$ cat src/rtl/grey_decode_tracker_pkg.sv
// Shared defaults, tracker state encoding and a Gray-to-binary helper for the
// decode-side tracker.
package grey_decode_tracker_pkg;

  localparam int WIDTH_DEF  = 4;
  localparam int POS_W_DEF  = 16;
  localparam int ERR_W_DEF  = 8;
  localparam int GRAY_MAX_W = 16;

  typedef enum logic {
    EMPTY = 1'b0,
    TRACK = 1'b1
  } state_t;

  // Any narrower code works when zero-extended: bit i is the XOR of all bits at
  // and above i, so the zero padding contributes nothing.
  function automatic logic [GRAY_MAX_W-1:0] gray2bin(input logic [GRAY_MAX_W-1:0] g);
    logic [GRAY_MAX_W-1:0] b;
    b = '0;
    for (int i = 0; i < GRAY_MAX_W; i++) begin
      b[i] = ^(g >> i);
    end
    return b;
  endfunction

endpackage

$ cat src/rtl/grey_decode_tracker_if.sv
// Sample stream and tracking results between a Gray source and the tracker.
interface grey_decode_tracker_if #(
  parameter int WIDTH = 4,
  parameter int POS_W = 16,
  parameter int ERR_W = 8
);
  logic             clr;
  logic             in_valid;
  logic [WIDTH-1:0] g;
  logic             out_valid;
  logic [WIDTH-1:0] b;
  logic             step_up;
  logic             step_down;
  logic             skip_err;
  logic [POS_W-1:0] pos;
  logic [ERR_W-1:0] err_count;

  modport master (
    output clr, in_valid, g,
    input  out_valid, b, step_up, step_down, skip_err, pos, err_count
  );

  modport slave (
    input  clr, in_valid, g,
    output out_valid, b, step_up, step_down, skip_err, pos, err_count
  );
endinterface

$ cat src/rtl/grey_decode_tracker_to_bin.sv
// Combinational Gray-to-binary decode: MSB passes through, each lower bit is
// XORed with the decoded bit above it.
module grey_to_bin #(
  parameter int WIDTH = 4
) (
  input  logic [WIDTH-1:0] g,
  output logic [WIDTH-1:0] b
);
  for (genvar i = 0; i < WIDTH; i++) begin : g_bit
    assign b[i] = ^g[WIDTH-1:i];
  end
endmodule

$ cat src/rtl/grey_decode_tracker.sv
// Gray sample tracker: decodes each accepted sample, classifies the move
// against the previous one and keeps a net position and a saturating error count.
module grey_decode_tracker
  import grey_decode_tracker_pkg::*;
#(
  parameter int WIDTH = WIDTH_DEF,
  parameter int POS_W = POS_W_DEF,
  parameter int ERR_W = ERR_W_DEF
) (
  input  logic                 clk,
  input  logic                 rst,
  grey_decode_tracker_if.slave bus
);

  state_t           state_q, state_d;
  logic [WIDTH-1:0] prev_g_q, prev_g_d;
  logic [WIDTH-1:0] prev_b_q, prev_b_d;
  logic [WIDTH-1:0] b_q, b_d;
  logic [POS_W-1:0] pos_q, pos_d;
  logic [ERR_W-1:0] err_q, err_d;
  logic             ov_q, ov_d;
  logic             up_q, up_d;
  logic             dn_q, dn_d;
  logic             sk_q, sk_d;

  logic [WIDTH-1:0] b_next;
  logic [WIDTH-1:0] diff;
  logic [WIDTH-1:0] prev_b_inc;
  logic [WIDTH-1:0] prev_b_dec;
  logic             one_bit;

  grey_to_bin #(.WIDTH(WIDTH)) u_dec (
    .g (bus.g),
    .b (b_next)
  );

  assign diff       = bus.g ^ prev_g_q;
  assign one_bit    = (diff != '0) && ((diff & (diff - 1'b1)) == '0);
  assign prev_b_inc = prev_b_q + 1'b1;
  assign prev_b_dec = prev_b_q - 1'b1;

  always_ff @(posedge clk or posedge rst) begin
    if (rst) begin
      state_q  <= EMPTY;
      prev_g_q <= '0;
      prev_b_q <= '0;
      b_q      <= '0;
      pos_q    <= '0;
      err_q    <= '0;
      ov_q     <= 1'b0;
      up_q     <= 1'b0;
      dn_q     <= 1'b0;
      sk_q     <= 1'b0;
    end else begin
      state_q  <= state_d;
      prev_g_q <= prev_g_d;
      prev_b_q <= prev_b_d;
      b_q      <= b_d;
      pos_q    <= pos_d;
      err_q    <= err_d;
      ov_q     <= ov_d;
      up_q     <= up_d;
      dn_q     <= dn_d;
      sk_q     <= sk_d;
    end
  end

  always_comb begin
    state_d  = state_q;
    prev_g_d = prev_g_q;
    prev_b_d = prev_b_q;
    b_d      = b_q;
    pos_d    = pos_q;
    err_d    = err_q;
    ov_d     = 1'b0;
    up_d     = 1'b0;
    dn_d     = 1'b0;
    sk_d     = 1'b0;

    // clr wins over a same-cycle sample, which is dropped.
    if (bus.clr) begin
      state_d = EMPTY;
      pos_d   = '0;
      err_d   = '0;
    end else if (bus.in_valid) begin
      ov_d     = 1'b1;
      b_d      = b_next;
      prev_g_d = bus.g;
      prev_b_d = b_next;
      case (state_q)
        EMPTY: state_d = TRACK;
        TRACK: begin
          if (one_bit) begin
            if (b_next == prev_b_inc) begin
              up_d  = 1'b1;
              pos_d = pos_q + 1'b1;
            end else if (b_next == prev_b_dec) begin
              dn_d  = 1'b1;
              pos_d = pos_q - 1'b1;
            end
          end else if (diff != '0) begin
            sk_d = 1'b1;
            if (err_q != '1) err_d = err_q + 1'b1;
          end
        end
        default: state_d = EMPTY;
      endcase
    end
  end

  assign bus.out_valid = ov_q;
  assign bus.b         = b_q;
  assign bus.step_up   = up_q;
  assign bus.step_down = dn_q;
  assign bus.skip_err  = sk_q;
  assign bus.pos       = pos_q;
  assign bus.err_count = err_q;

endmodule

$ cat src/flat_wrapper.sv
// flat-port wrapper written by rule: the top's interface ports become plain ports
module grey_decode_tracker_flat import grey_decode_tracker_pkg::*;
#(
  parameter int WIDTH = WIDTH_DEF,
  parameter int POS_W = POS_W_DEF,
  parameter int ERR_W = ERR_W_DEF
)
  (clk, rst, bus_clr, bus_in_valid, bus_g, bus_out_valid, bus_b, bus_step_up, bus_step_down, bus_skip_err, bus_pos, bus_err_count);
  grey_decode_tracker_if #(.WIDTH(WIDTH), .POS_W(POS_W), .ERR_W(ERR_W)) bus_i ();
  input  logic clk;
  input  logic rst;
  input wire logic [$bits(bus_i.clr)-1:0] bus_clr;
  input wire logic [$bits(bus_i.in_valid)-1:0] bus_in_valid;
  input wire logic [$bits(bus_i.g)-1:0] bus_g;
  output wire logic [$bits(bus_i.out_valid)-1:0] bus_out_valid;
  output wire logic [$bits(bus_i.b)-1:0] bus_b;
  output wire logic [$bits(bus_i.step_up)-1:0] bus_step_up;
  output wire logic [$bits(bus_i.step_down)-1:0] bus_step_down;
  output wire logic [$bits(bus_i.skip_err)-1:0] bus_skip_err;
  output wire logic [$bits(bus_i.pos)-1:0] bus_pos;
  output wire logic [$bits(bus_i.err_count)-1:0] bus_err_count;
  assign bus_i.clr = bus_clr;
  assign bus_i.in_valid = bus_in_valid;
  assign bus_i.g = bus_g;
  assign bus_out_valid = bus_i.out_valid;
  assign bus_b = bus_i.b;
  assign bus_step_up = bus_i.step_up;
  assign bus_step_down = bus_i.step_down;
  assign bus_skip_err = bus_i.skip_err;
  assign bus_pos = bus_i.pos;
  assign bus_err_count = bus_i.err_count;
  grey_decode_tracker #(.WIDTH(WIDTH), .POS_W(POS_W), .ERR_W(ERR_W)) u_core (.clk(clk), .rst(rst), .bus(bus_i));
endmodule
$ cat config.mk
export PLATFORM = sky130hd
export DESIGN_NAME = grey_decode_tracker_flat
export DESIGN_NICKNAME = d
export VERILOG_FILES = /design/src/rtl/grey_decode_tracker_pkg.sv /design/src/rtl/grey_decode_tracker_if.sv /design/src/rtl/grey_decode_tracker_to_bin.sv /design/src/rtl/grey_decode_tracker.sv /design/src/flat_wrapper.sv
export SDC_FILE = /design/constraint.sdc
export NUM_CORES = 1
export LEC_CHECK = 0
export ABC_AREA = 1
export CORE_ASPECT_RATIO = 0.75
export CORE_MARGIN = 4
export CORE_UTILIZATION = 56
export DETAILED_ROUTE_END_ITERATION = 16
export GPL_TIMING_DRIVEN = 0
export HOLD_SLACK_MARGIN = 0.1
export PLACE_DENSITY = 0.8
export SLEW_MARGIN = 20
export SYNTH_ARGS = -nofsm -noshare
export SYNTH_HDL_FRONTEND = slang
export SYNTH_HIERARCHICAL = 1
export SYNTH_SLANG_ARGS = --single-unit
$ cat constraint.sdc
create_clock -name clk -period 3.4 [get_ports clk]
set_input_delay 0.68 -clock clk [delete_from_list [all_inputs] [get_ports clk]]
set_output_delay 0.68 -clock clk [all_outputs]
set_load 0.1 [all_outputs]
==> metrics.yaml <==
post-synth-top-count-cell: "nand2_1"
vias: 2990
pin_count: 40
fin_crit_ps: 3179
critPathKind: "in2reg"
fillers: 427
overflow: 0
core_mm2: 0.005065
path_clk_slew_ps: 80
cts-htree-levels: 2
worst_ep_required_time_ps: 3610
timing.final.ws_setup_ps: 221.3
swShare_pct: 45.64
synthCells: 445
end_kind: "register"
tns_ps: 0
clock_path_buffers: 2
num_antenna_cells: 0
crit_fanout: 6
fin_cells: 569
finalCritPeriodShare_pct: 93.49
share_seq_of_total_power_pct: 31.5
p_per_area_mw_per_mm2: 419.8
worst_slew_pin_slew_ps: 984.9
fin_skew_ps: 11.97
pre_cts_ws_ps: -676.5
maxCapViolations: 0
ys.flop_type: "dfrtp_1"
place_inst: 557
cts-root-buf: "clkbuf_8"
antenna_found_initial: 0
postCtsHoldBufs: 0
synth_fp_nets: 473
dieArea_mm2: 0.006684
slew_headroom_pct: 34.13
cts.sink_count: 37
synth_area_mm2: 0.003040
drt-pass1-iter-count: 5
synth_common_cells: "nand2_1, inv_1, dfrtp_1"
yosysWarnings: 6
initial_core_util_pct: 60.03
intPower_mw: 0.8604
hold_class: "reg2reg"
grt_pass1_vias: 2697
nets: 525
drc_errors: 0
wl_per_cell_um: 13.99
cts_tree: "done"
dp_hpwl_um: 5683
outcome: "finished, final reports clean"
pwr-share-comb_pct: 48.4
syn_area_per_cell_um2: 6.832
grt_usage_pct: 24.86
cts_buffers: 5
drtIter0Drc: 218
start_kind: "primary input"
yosysSeqAreaShare_pct: 30.45
grt_pass1_wl_um: 13210
die_y_um: 71.81
gp_congestion: 0.9364
detail_route.vias_per_cell: 5.255
grt_max_degree: 20
p_clk_share_pct: 20.1
leakage_nw: 2.035
finalHoldViolations: 0
yosysUniqueCellTypes: 30
setup_viol: 0
wirelength_um: 7962
slew_violations: 0
die_w_um: 93.08
synth_area_leaders: "dfrtp_1, nand2_1, ha_1"
ys_async_sr_fraction_pct: 100.0
postRouteAntennaNets: 0
synth_seq_cells: 37
drive_gt1_share_pct: 12.07
synth_edf_count: 0
rows: 22
clock_latency_ps: 300
cp.arrival_ps: 3390
yosysTopAreaCell: "dfrtp_1"
io_buffers: 39
ir_drop_mv: 0.2336
clock.fmax_mhz: 314.6
p_sw_mw: 0.7223
yosysTopAreaCellShare_pct: 30.45
syn_to_final_growth_pct: 23.99
power groups by stage:
stage	Combinational (mW)	Clock [mW]	Sequential, mW
6_report	0.766	0.318	0.499
5_1_grt	0.846	0.351	0.504
4_1_cts	0.733	0.326	0.498
3_5_place_dp	0.702	0	0.506
3_3_place_gp	0.683	0	0.505
2_1_floorplan	0.402	0	0.650
metrics by stage:
step	util [%]	power, mW	hold slack, ps	cell area, µm²
3_5_place_dp	70.06	1.208	502.9	3548
2_1_floorplan	-	1.051	450.5	3040
6_report	74.43	1.583	516.0	3770
3_3_place_gp	69.52	1.187	488.3	3521
5_1_grt	74.43	1.700	572.7	3770
4_1_cts	72.60	1.557	518.6	3677
worst max-delay path: stages:
cell            delay [ps]
dlymetal6s2s_1         190
inv_1                   90
nand2_1                 60
nand2_2                150
nand2_1                 60
nand2_1                100
inv_1                   50
nand2_1                 70
nand2_1                 90
nor2_4                 250
nand3_4                230
fa_2                   460
nand3_1                100
nand3_1                140
nand2_1                 90
nand2_1                100
nand2_1                110
nand2_1                 50
nand2_1                 60
nand2_1                 50
o21ai_0                200
routing by layer:
layer | wire length (µm) | global-route usage, % | up-vias
li1 | - | - | 1504
met1 | 3933 | 38.29 | 1371
met2 | 3389 | 35.43 | 103
met3 | 547 | 5.561 | 12
met4 | 92 | 5.203 | 0
met5 | 0 | 0 | -
registers in the layout (all words and copies together) (netlist names):
register / cells
u_core/prev_g_q: 4
u_core/bus.b: 4
u_core/bus.skip_err: 1
u_core/state_q: 1
u_core/bus.pos: 16
u_core/bus.out_valid: 1
u_core/bus.step_up: 1
u_core/bus.err_count: 8
u_core/bus.step_down: 1
cells by family after synthesis:
| kind of cell | share of synthesized area [%] |
|---|---|
| simple gates | 40.49 |
| buf+inv | 9.218 |
| flops | 30.45 |
| fa+ha+maj | 8.477 |
| xor+xnor | 5.185 |
| compound gates | 6.173 |
final cells by class:
cell class	count	area, µm²	share of cell area, %
Timing Repair Buffer	43	450.4	11.95
Tap cell	72	90.09	2.390
Sequential cell	37	925.9	24.56
Buffer	8	51.30	1.361
Clock buffer	7	86.33	2.290
Inverter	61	229.0	6.074
Multi-Input combinational cell	341	1937	51.38
cell usage in the layout, fill, tap and decap left out:
cell	instances
nor4_1	2
buf_16	1
clkdlybuf4s50_1	35
nand3_2	11
buf_6	2
a21oi_1	11
nand2_4	3
ha_1	15
o21ai_0	9
nand2_2	6
or2_1	1
inv_2	3
xnor2_1	10
fa_2	1
nand3_4	3
buf_2	2
xor2_1	8
nand3b_1	3
nor3_1	3
buf_4	4
clkbuf_1	4
dfrtp_1	37
and2_1	2
nor2_4	3
or2_2	1
ha_4	4
dlymetal6s2s_1	4
o21ai_2	10
inv_1	58
and3_1	1
nor2_1	26
nand4_1	4
clkbuf_8	6
nand3_1	35
nand2_1	169
worst paths after layout:
path / start / endpoint / slack, ps / depth (start not counted)
max: bus_g[2] / u_core/bus.pos[12]$_DFFE_PP0P_ / 220 / 21
min in group asynchronous: rst / u_core/bus.pos[15]$_DFFE_PP0P_ / 700 / 2
max reg2reg: u_core/bus.b[0]$_DFFE_PP0P_ / u_core/bus.pos[12]$_DFFE_PP0P_ / 470 / 17
min: u_core/state_q$_DFFE_PP0N_ / u_core/state_q$_DFFE_PP0N_ / 520 / 2
min reg2reg: u_core/state_q$_DFFE_PP0N_ / u_core/state_q$_DFFE_PP0N_ / 520 / 2
max in group asynchronous: rst / u_core/bus.pos[0]$_DFFE_PP0P_ / 2250 / 3
repair_timing:
| action | CTS | global route |
|---|---|---|
| setup endpoints to repair | 13 | 11 |
| resized for setup | 4 | 11 |
| gates cloned | 2 | 0 |
| pin swaps | 1 | 2 |
| buffers inserted | 0 | 3 |
Note: power is estimated with default switching activity, not from simulation.
